File: config.mk
export PLATFORM = sky130hd
export DESIGN_NAME = axi_txn_sequencer
export DESIGN_NICKNAME = d
export VERILOG_FILES = /design/src/rtl/axi_txn_sequencer.sv
export SDC_FILE = /design/constraint.sdc
export NUM_CORES = 1
export LEC_CHECK = 0
export ABC_AREA = 0
export BUFFER_PORTS_ARGS = -buffer_cell sky130_fd_sc_hd__clkbuf_2
export CORE_MARGIN = 1
export CORE_UTILIZATION = 60
export DETAILED_ROUTE_END_ITERATION = 8
export PLACE_DENSITY = 0.93
export SLEW_MARGIN = 20
export SYNTH_ARGS = -nofsm -noshare
export SYNTH_HDL_FRONTEND = slang
export SYNTH_SLANG_ARGS = --single-unit
export TNS_END_PERCENT = 30
File: constraint.sdc
create_clock -name ACLK -period 5.2 [get_ports ACLK]
set_input_delay 0.78 -clock ACLK [delete_from_list [all_inputs] [get_ports ACLK]]
set_output_delay 0.78 -clock ACLK [all_outputs]
set_load 0.02 [all_outputs]
File: src/rtl/axi_txn_sequencer.sv
// axi_txn_sequencer: launches the splitter's per-port INIT_AXI_TXN handshakes in ascending order and gathers status.
// Optional feature macro AXI_TXN_SEQ_RETRY_EN: retry a failed channel once and expose retry_status.
module axi_txn_sequencer #(
  parameter int NUM_CH            = 3,
  parameter int INIT_PULSE_CYCLES = 2,
  parameter int GAP_CYCLES        = 20,
  parameter int TIMEOUT_CYCLES    = 4096,
  parameter int TMO_W             = 16
) (
  input  logic              ACLK,
  input  logic              ARESETN,
  input  logic              start,
  input  logic [NUM_CH-1:0] chan_mask,
  output logic [NUM_CH-1:0] init_txn,
  input  logic [NUM_CH-1:0] txn_done,
  input  logic [NUM_CH-1:0] txn_error,
  output logic              busy,
  output logic              seq_done,
  output logic [NUM_CH-1:0] err_status,
  output logic [NUM_CH-1:0] tmo_status,
  output logic [2:0]        cur_chan
`ifdef AXI_TXN_SEQ_RETRY_EN
  ,
  output logic [NUM_CH-1:0] retry_status
`endif
);

  localparam logic [2:0] ST_IDLE   = 3'd0;
  localparam logic [2:0] ST_SELECT = 3'd1;
  localparam logic [2:0] ST_GAP    = 3'd2;
  localparam logic [2:0] ST_PULSE  = 3'd3;
  localparam logic [2:0] ST_WAIT   = 3'd4;
  localparam logic [2:0] ST_NEXT   = 3'd5;
  localparam logic [2:0] ST_FINISH = 3'd6;

  localparam logic [2:0]       LAST_CH   = 3'(NUM_CH - 1);
  localparam logic [TMO_W-1:0] GAP_END   = TMO_W'(GAP_CYCLES - 1);
  localparam logic [TMO_W-1:0] PULSE_END = TMO_W'(INIT_PULSE_CYCLES - 1);
  localparam logic [TMO_W-1:0] TMO_END   = TMO_W'(TIMEOUT_CYCLES - 1);
  localparam logic [TMO_W-1:0] CNT_ONE   = TMO_W'(1'b1);
  localparam logic [TMO_W-1:0] CNT_ZERO  = {TMO_W{1'b0}};
  localparam logic [NUM_CH-1:0] CH_ZERO  = {NUM_CH{1'b0}};

  logic [2:0]        state_r;
  logic [2:0]        cur_chan_r;
  logic [TMO_W-1:0]  cnt_r;
  logic [NUM_CH-1:0] mask_r;
  logic [NUM_CH-1:0] init_txn_r;
  logic [NUM_CH-1:0] err_r;
  logic [NUM_CH-1:0] tmo_r;
  logic              busy_r;
  logic              seq_done_r;
  logic              done_prev_r;
`ifdef AXI_TXN_SEQ_RETRY_EN
  logic [NUM_CH-1:0] retry_r;
  logic              retry_used_r;
`endif

  logic [NUM_CH-1:0] cur_onehot_s;
  logic              sel_hit_s;
  logic              last_s;
  logic              done_cur_s;
  logic              err_cur_s;
  logic              rise_s;
  logic              tmo_hit_s;
  logic              fail_s;
  logic              retry_ok_s;

  // Per-channel views of the current channel and the WAIT exit conditions.
  always_comb begin
    cur_onehot_s = NUM_CH'(1'b1) << cur_chan_r;
    sel_hit_s    = |(mask_r & cur_onehot_s);
    last_s       = (cur_chan_r == LAST_CH);
    done_cur_s   = |(txn_done & cur_onehot_s);
    err_cur_s    = |(txn_error & cur_onehot_s);
    rise_s       = done_cur_s & ~done_prev_r;
    tmo_hit_s    = (cnt_r == TMO_END);
    // A completion in the timeout cycle is judged on its error flag, not as a timeout.
    fail_s       = rise_s ? err_cur_s : tmo_hit_s;
`ifdef AXI_TXN_SEQ_RETRY_EN
    retry_ok_s   = ~retry_used_r;
`else
    retry_ok_s   = 1'b0;
`endif
  end

  // Sequencer state machine and all registered outputs.
  always_ff @(posedge ACLK or negedge ARESETN) begin
    if (!ARESETN) begin
      state_r     <= ST_IDLE;
      cur_chan_r  <= 3'd0;
      cnt_r       <= CNT_ZERO;
      mask_r      <= CH_ZERO;
      init_txn_r  <= CH_ZERO;
      err_r       <= CH_ZERO;
      tmo_r       <= CH_ZERO;
      busy_r      <= 1'b0;
      seq_done_r  <= 1'b0;
      done_prev_r <= 1'b0;
`ifdef AXI_TXN_SEQ_RETRY_EN
      retry_r      <= CH_ZERO;
      retry_used_r <= 1'b0;
`endif
    end else begin
      seq_done_r <= 1'b0;
      case (state_r)
        ST_IDLE: begin
          if (start && !seq_done_r) begin
            mask_r     <= chan_mask;
            err_r      <= CH_ZERO;
            tmo_r      <= CH_ZERO;
            busy_r     <= 1'b1;
            cur_chan_r <= 3'd0;
            cnt_r      <= CNT_ZERO;
            state_r    <= ST_SELECT;
`ifdef AXI_TXN_SEQ_RETRY_EN
            retry_r    <= CH_ZERO;
`endif
          end
        end
        ST_SELECT: begin
          if (sel_hit_s) begin
            cnt_r <= CNT_ZERO;
`ifdef AXI_TXN_SEQ_RETRY_EN
            retry_used_r <= 1'b0;
`endif
            if (GAP_CYCLES == 32'sd0) begin
              init_txn_r <= cur_onehot_s;
              state_r    <= ST_PULSE;
            end else begin
              state_r <= ST_GAP;
            end
          end else if (last_s) begin
            state_r <= ST_FINISH;
          end else begin
            cur_chan_r <= cur_chan_r + 3'd1;
          end
        end
        ST_GAP: begin
          if (cnt_r == GAP_END) begin
            cnt_r      <= CNT_ZERO;
            init_txn_r <= cur_onehot_s;
            state_r    <= ST_PULSE;
          end else begin
            cnt_r <= cnt_r + CNT_ONE;
          end
        end
        ST_PULSE: begin
          if (cnt_r == PULSE_END) begin
            cnt_r       <= CNT_ZERO;
            init_txn_r  <= CH_ZERO;
            done_prev_r <= done_cur_s;
            state_r     <= ST_WAIT;
          end else begin
            cnt_r <= cnt_r + CNT_ONE;
          end
        end
        ST_WAIT: begin
          done_prev_r <= done_cur_s;
          cnt_r       <= cnt_r + CNT_ONE;
          if (rise_s || tmo_hit_s) begin
            cnt_r <= CNT_ZERO;
            if (fail_s && retry_ok_s) begin
`ifdef AXI_TXN_SEQ_RETRY_EN
              retry_used_r <= 1'b1;
              retry_r      <= retry_r | cur_onehot_s;
`endif
              if (GAP_CYCLES == 32'sd0) begin
                init_txn_r <= cur_onehot_s;
                state_r    <= ST_PULSE;
              end else begin
                state_r <= ST_GAP;
              end
            end else begin
              if (rise_s) begin
                err_r <= err_r | (cur_onehot_s & {NUM_CH{err_cur_s}});
              end else begin
                tmo_r <= tmo_r | cur_onehot_s;
              end
              state_r <= ST_NEXT;
            end
          end
        end
        ST_NEXT: begin
          if (last_s) begin
            state_r <= ST_FINISH;
          end else begin
            cur_chan_r <= cur_chan_r + 3'd1;
            state_r    <= ST_SELECT;
          end
        end
        ST_FINISH: begin
          busy_r     <= 1'b0;
          seq_done_r <= 1'b1;
          state_r    <= ST_IDLE;
        end
        default: begin
          busy_r     <= 1'b0;
          init_txn_r <= CH_ZERO;
          state_r    <= ST_IDLE;
        end
      endcase
    end
  end

  assign init_txn   = init_txn_r;
  assign busy       = busy_r;
  assign seq_done   = seq_done_r;
  assign err_status = err_r;
  assign tmo_status = tmo_r;
  assign cur_chan   = cur_chan_r;
`ifdef AXI_TXN_SEQ_RETRY_EN
  assign retry_status = retry_r;
`endif

endmodule

-- Word level (Yosys, flattened, before mapping)
Index checks and enable logic that the tools add are counted.
- word-level logic and storage cells: 96
- register bits: 37
- input port bits: 12
- output and inout bits: 14
- shift operators: 1
- reduce and logical (&&, ||, !) cells: 22
- bitwise logic cells: 10
- mux-type cells: 32
- add/subtract/negate cells: 2
- equal/unequal tests: 19
- operator list (cell ; number):
    two-way mux 16 bit ; 5
    one-hot mux 16 bit (5 select lines) ; 1
    two-way mux 3 bit ; 16
    one-hot mux 3 bit (3 select lines) ; 2
    one-hot mux 3 bit (6 select lines) ; 1
    adder 16 x 1 -> 16 bit, second input constant ; 1
    == test 16 x 1 -> 1 bit, second input constant ; 1
    == test 16 x 12 -> 1 bit, second input constant ; 1
    == test 16 x 5 -> 1 bit, second input constant ; 1
    inequality test 2 bit, second input constant ; 8
    AND 3 bit ; 4
    one-hot mux 3 bit (2 select lines) ; 2
    OR reduction 5 bit ; 2
    == test 3 x 2 -> 1 bit, second input constant ; 3
    == test 3 bit, second input constant ; 3
    AND reduction 3 bit ; 3
    OR reduction 3 bit ; 3
    AND reduction 4 bit ; 2
    OR 3 bit ; 2
    AND reduction 2 bit ; 3
    AND reduction 5 bit ; 1
    nonzero test 5 bit ; 1
    one-hot mux 1 bit (2 select lines) ; 2
    nonzero test 2 bit ; 2
    12 further kinds ; 16

-- Depth between registers and ports, before layout
- word-level depth: 8
- gate-level depth with buffers: 8
- gate-level depth less buffers: 7

-- Worst setup path before layout
No wires, ideal clock.
- kind: register -> register
- start point: reg cur_chan_r[0] (netlist: cur_chan[0])
- end point: reg cnt_r[10]
- arrival: 2.000 ns
- path buffers: 1
- path slack: 3.100 ns
- library setup time: 0.101 ns
- period minus slack after synthesis: 2.100 ns
- cell stages (with the launch flop): 9
- data required time: 5.099 ns
- cells stage by stage: dfrtp_1 inv_1 ha_1 a222oi_1 o31ai_1 a31oi_1 buf_4 nor2_1 o32ai_1
- word-level cells in the longest chain between the ends: 7
- elaborated cells on any way between the ends: 11
- those cells by class: eq/ne: 1; shift: 1; mux: 2; bitwise: 3; reduce/logical: 4
- ends and longest elaborated chain (item ; RTL line ; text):
    start: declaration ; 45 ; logic [2:0] cur_chan_r;
    start signal: assignment ; 136 ; cur_chan_r <= cur_chan_r + 3'd1;
    start signal: assignment ; 188 ; cur_chan_r <= cur_chan_r + 3'd1;
    << shifter 1 x 3 -> 3 bit * ; 71 ; cur_onehot_s = NUM_CH'(1'b1) << cur_chan_r;
    AND 3 bit ; 74 ; done_cur_s = |(txn_done & cur_onehot_s);
    OR reduction 3 bit ; 74 ;
    AND 1 bit ; 76 ; rise_s = done_cur_s & ~done_prev_r;
    logical OR 1 bit ; 161 ; if (rise_s || tmo_hit_s) begin
    two-way mux 16 bit ; 161 ;
    one-hot mux 16 bit (5 select lines) ; 106 ; case (state_r)
    end signal: assignment ; 145 ; cnt_r <= cnt_r + CNT_ONE;
    end signal: assignment ; 155 ; cnt_r <= cnt_r + CNT_ONE;
    end signal: assignment ; 160 ; cnt_r <= cnt_r + CNT_ONE;
    end: declaration ; 46 ; logic [TMO_W-1:0] cnt_r;
Mark *: on every way between the ends. The rest lies on a longest branch, timed or not.
A chain may end at the register's enable or synchronous reset.

-- Worst setup path in the final report
Same ends and word-level chain as after synthesis.

==> metrics <==
status=completed; total gr overflow=0; Syn Inst Count=around 240; top cells by count, synth=37 x dfrtp_1, 25 x nand2_1, 20 x nor2_1, 13 x inv_1; drt first pass iters=4; Net Count, Synth=253; sequential share of the synthesized area=a little over two fifths; routed length per instance=15.5 um; Total GRT Usage=27.4%; crit start category=flop; Routed Antenna Nets=0; clock sinks=37; slew margin rel.=34.0%; cell with the most instances after synthesis=dfrtp_1; WP data arrival=3.04 ns; #FFs+latches synth=37; Max Cap Viol=0; CTS root buf=clkbuf_4; Net count, final=273; asr flop ratio synth=100%; Post-synth EDFFs=0; Detailed Place HPWL=3390 um; Peak VDD IR=299 uV; TritonCTS Buffers=5; post-route worst setup slack=2.42 ns; dominant cells by area after synthesis=dfrtp_1 43%, nand2_1 4.3%, ha_1 3.5%; sum of negative setup slack=0 ns; Required @ worst endpoint=5.46 ns; Reg clk slew, reported paths=0.11 ns; critical setup path kind=flop to flop; Avg Cell Area, Syn=9.20 um2; Final Max Tran Viols=0; Ant. Diodes=0; initial antenna violation count=0; Die W=62.0 um; placed insts=294; Yosys warnings=0; RSZ-0062 raised after global routing=no; cts repair resizes=0; # IOs=26; Die Y=between 60 and 70 um; RD Place Congestion=0.907; CP endpoint kind=flop; htree depth=2; vias per inst=6.20; HP Class=flop to flop; Power Density=511 nW/um2; Non-Filler Instances=302; CORE AREA=about 3400 um2; final WL=roughly 4700 um; Initial DRC Count=135; CP max FO=11; Setup Buffers After CTS=0; largest net degree at the start of global routing=38; Fin. Hold Viols=0; vias=1873; share of layout cells above drive strength 1=17.6%; area leader, netlist=dfrtp_1; R2R Setup Slk=about 2.4 ns; clock latency reported for the late side of the worst-skew pair=0.36 ns; synth unique cells=51; period utilization=~54%; die area=3850 um2; CTS tree=built; Post-Route Skew=between 0.01 and 0.015 ns; # fillers=271; post-synth design cell area=2160 um2; Initial Util=between 60 and 70%; CTS Hold Buffers Added=0; first-pass GRT wire length=7430 um; Area Overhead vs Synth=8.51%; ys flop type=dfrtp_1; area of the multi-input gates=1130 um2; vias in the first global route=1651; DRC errors left=0; fmax=0.359 GHz; top cell type's share of synthesized area=42.8%; crit path time final=roughly 2.8 ns; IO buf count=25; # rows=21; clock buffer depth=2; Leakage=approximately 1.1 nW; register area=about 930 um2; # setup viols final=0; Place WS=2.36 ns; Least-Margin Pin Slew=between 0.9 and 1 ns
[state kept, by name, indices dropped and copies added (netlist names)]
register     cells
state_r          3
done_prev_r      1
init_txn         3
cur_chan         3
mask_r           3
cnt_r           16
err_status       3
seq_done         1
busy             1
tmo_status       3
[power by group]
| part | switching [mW] | internal (mW) | total (mW) | leakage [nW] |
|---|---|---|---|---|
| sequential | 0.0989 | 0.350 | 0.449 | 0.498 |
| clock | 0.0980 | 0.0509 | 0.149 | 0.0310 |
| combinational | 0.370 | 0.230 | 0.600 | 0.558 |
| total | 0.567 | 0.632 | 1.20 | 1.09 |
[kinds of logic after synthesis]
kind of cell	Yosys count	synth area share, %
fa+ha+maj	6	3.47
mux	7	3.94
compound gates	59	19.4
buf+inv	25	4.75
xor+xnor	1	0.405
simple gates	100	25.2
flops	37	42.8
[layout by cell type (no fill, tap or decap), types with 5 or more instances in the layout]
master	Yosys	final
a21oi_1	7	7
clkbuf_2	0	25
clkbuf_4	0	5
dfrtp_1	37	37
ha_1	6	6
inv_1	13	13
nand2_1	25	25
nand3_1	6	6
nand4_1	5	5
nor2_1	20	20
nor2b_1	5	5
nor3_1	12	12
o21ai_0	12	12
o31ai_1	5	5
[metal layers]
metal,GRT usage (%),vias up,wire length (um)
met4,11.7,0,92
met1,36.4,896,2040
li1,-,900,-
met2,42.7,66,2270
met5,0,-,0
met3,6.83,11,281
[final cells by class]
class / count / area share [%]
well taps: 46 / 2.45
flip-flops and latches: 37 / 39.5
multi-input cells: 173 / 48.3
repair buffers: 25 / 5.33
clock buffers: 5 / 1.60
inverters: 13 / 2.08
clock inverters: 3 / 0.747
[per-stage QoR]
step / hold slack, ns / instance area (um2) / power [mW] / util [%]
after CTS: 0.495 / 2350 / 1.20 / 69.2
after floorplan: 0.445 / 2160 / 0.913 / -
after detailed placement: 0.467 / 2290 / 1.05 / 67.6
after global routing: 0.531 / 2350 / 1.30 / 69.2
final: 0.497 / 2350 / 1.20 / 69.2
after global placement: 0.459 / 2290 / 1.03 / 67.6
[critical path, cell delays in order, from the launching register on]
cell and delay [ns]:
dfrtp_1 0.41, inv_1 0.11, ha_1 0.27, a222oi_1 0.42, o31ai_1 0.19, a31oi_1 0.76, nor2_1 0.23, o32ai_1 0.31
[worst paths after layout]
kind / endpoint / start / cells past startpoint
max: cnt_r[10] / cur_chan[0] / 7
min: mask_r[0] / mask_r[0] / 2
max reg2reg: cnt_r[10] / cur_chan[0] / 7
min reg2reg: mask_r[0] / mask_r[0] / 2
max in group asynchronous: cnt_r[12] / ARESETN / 1
min in group asynchronous: seq_done / ARESETN / 1
Note: power is estimated with default switching activity, not from simulation.
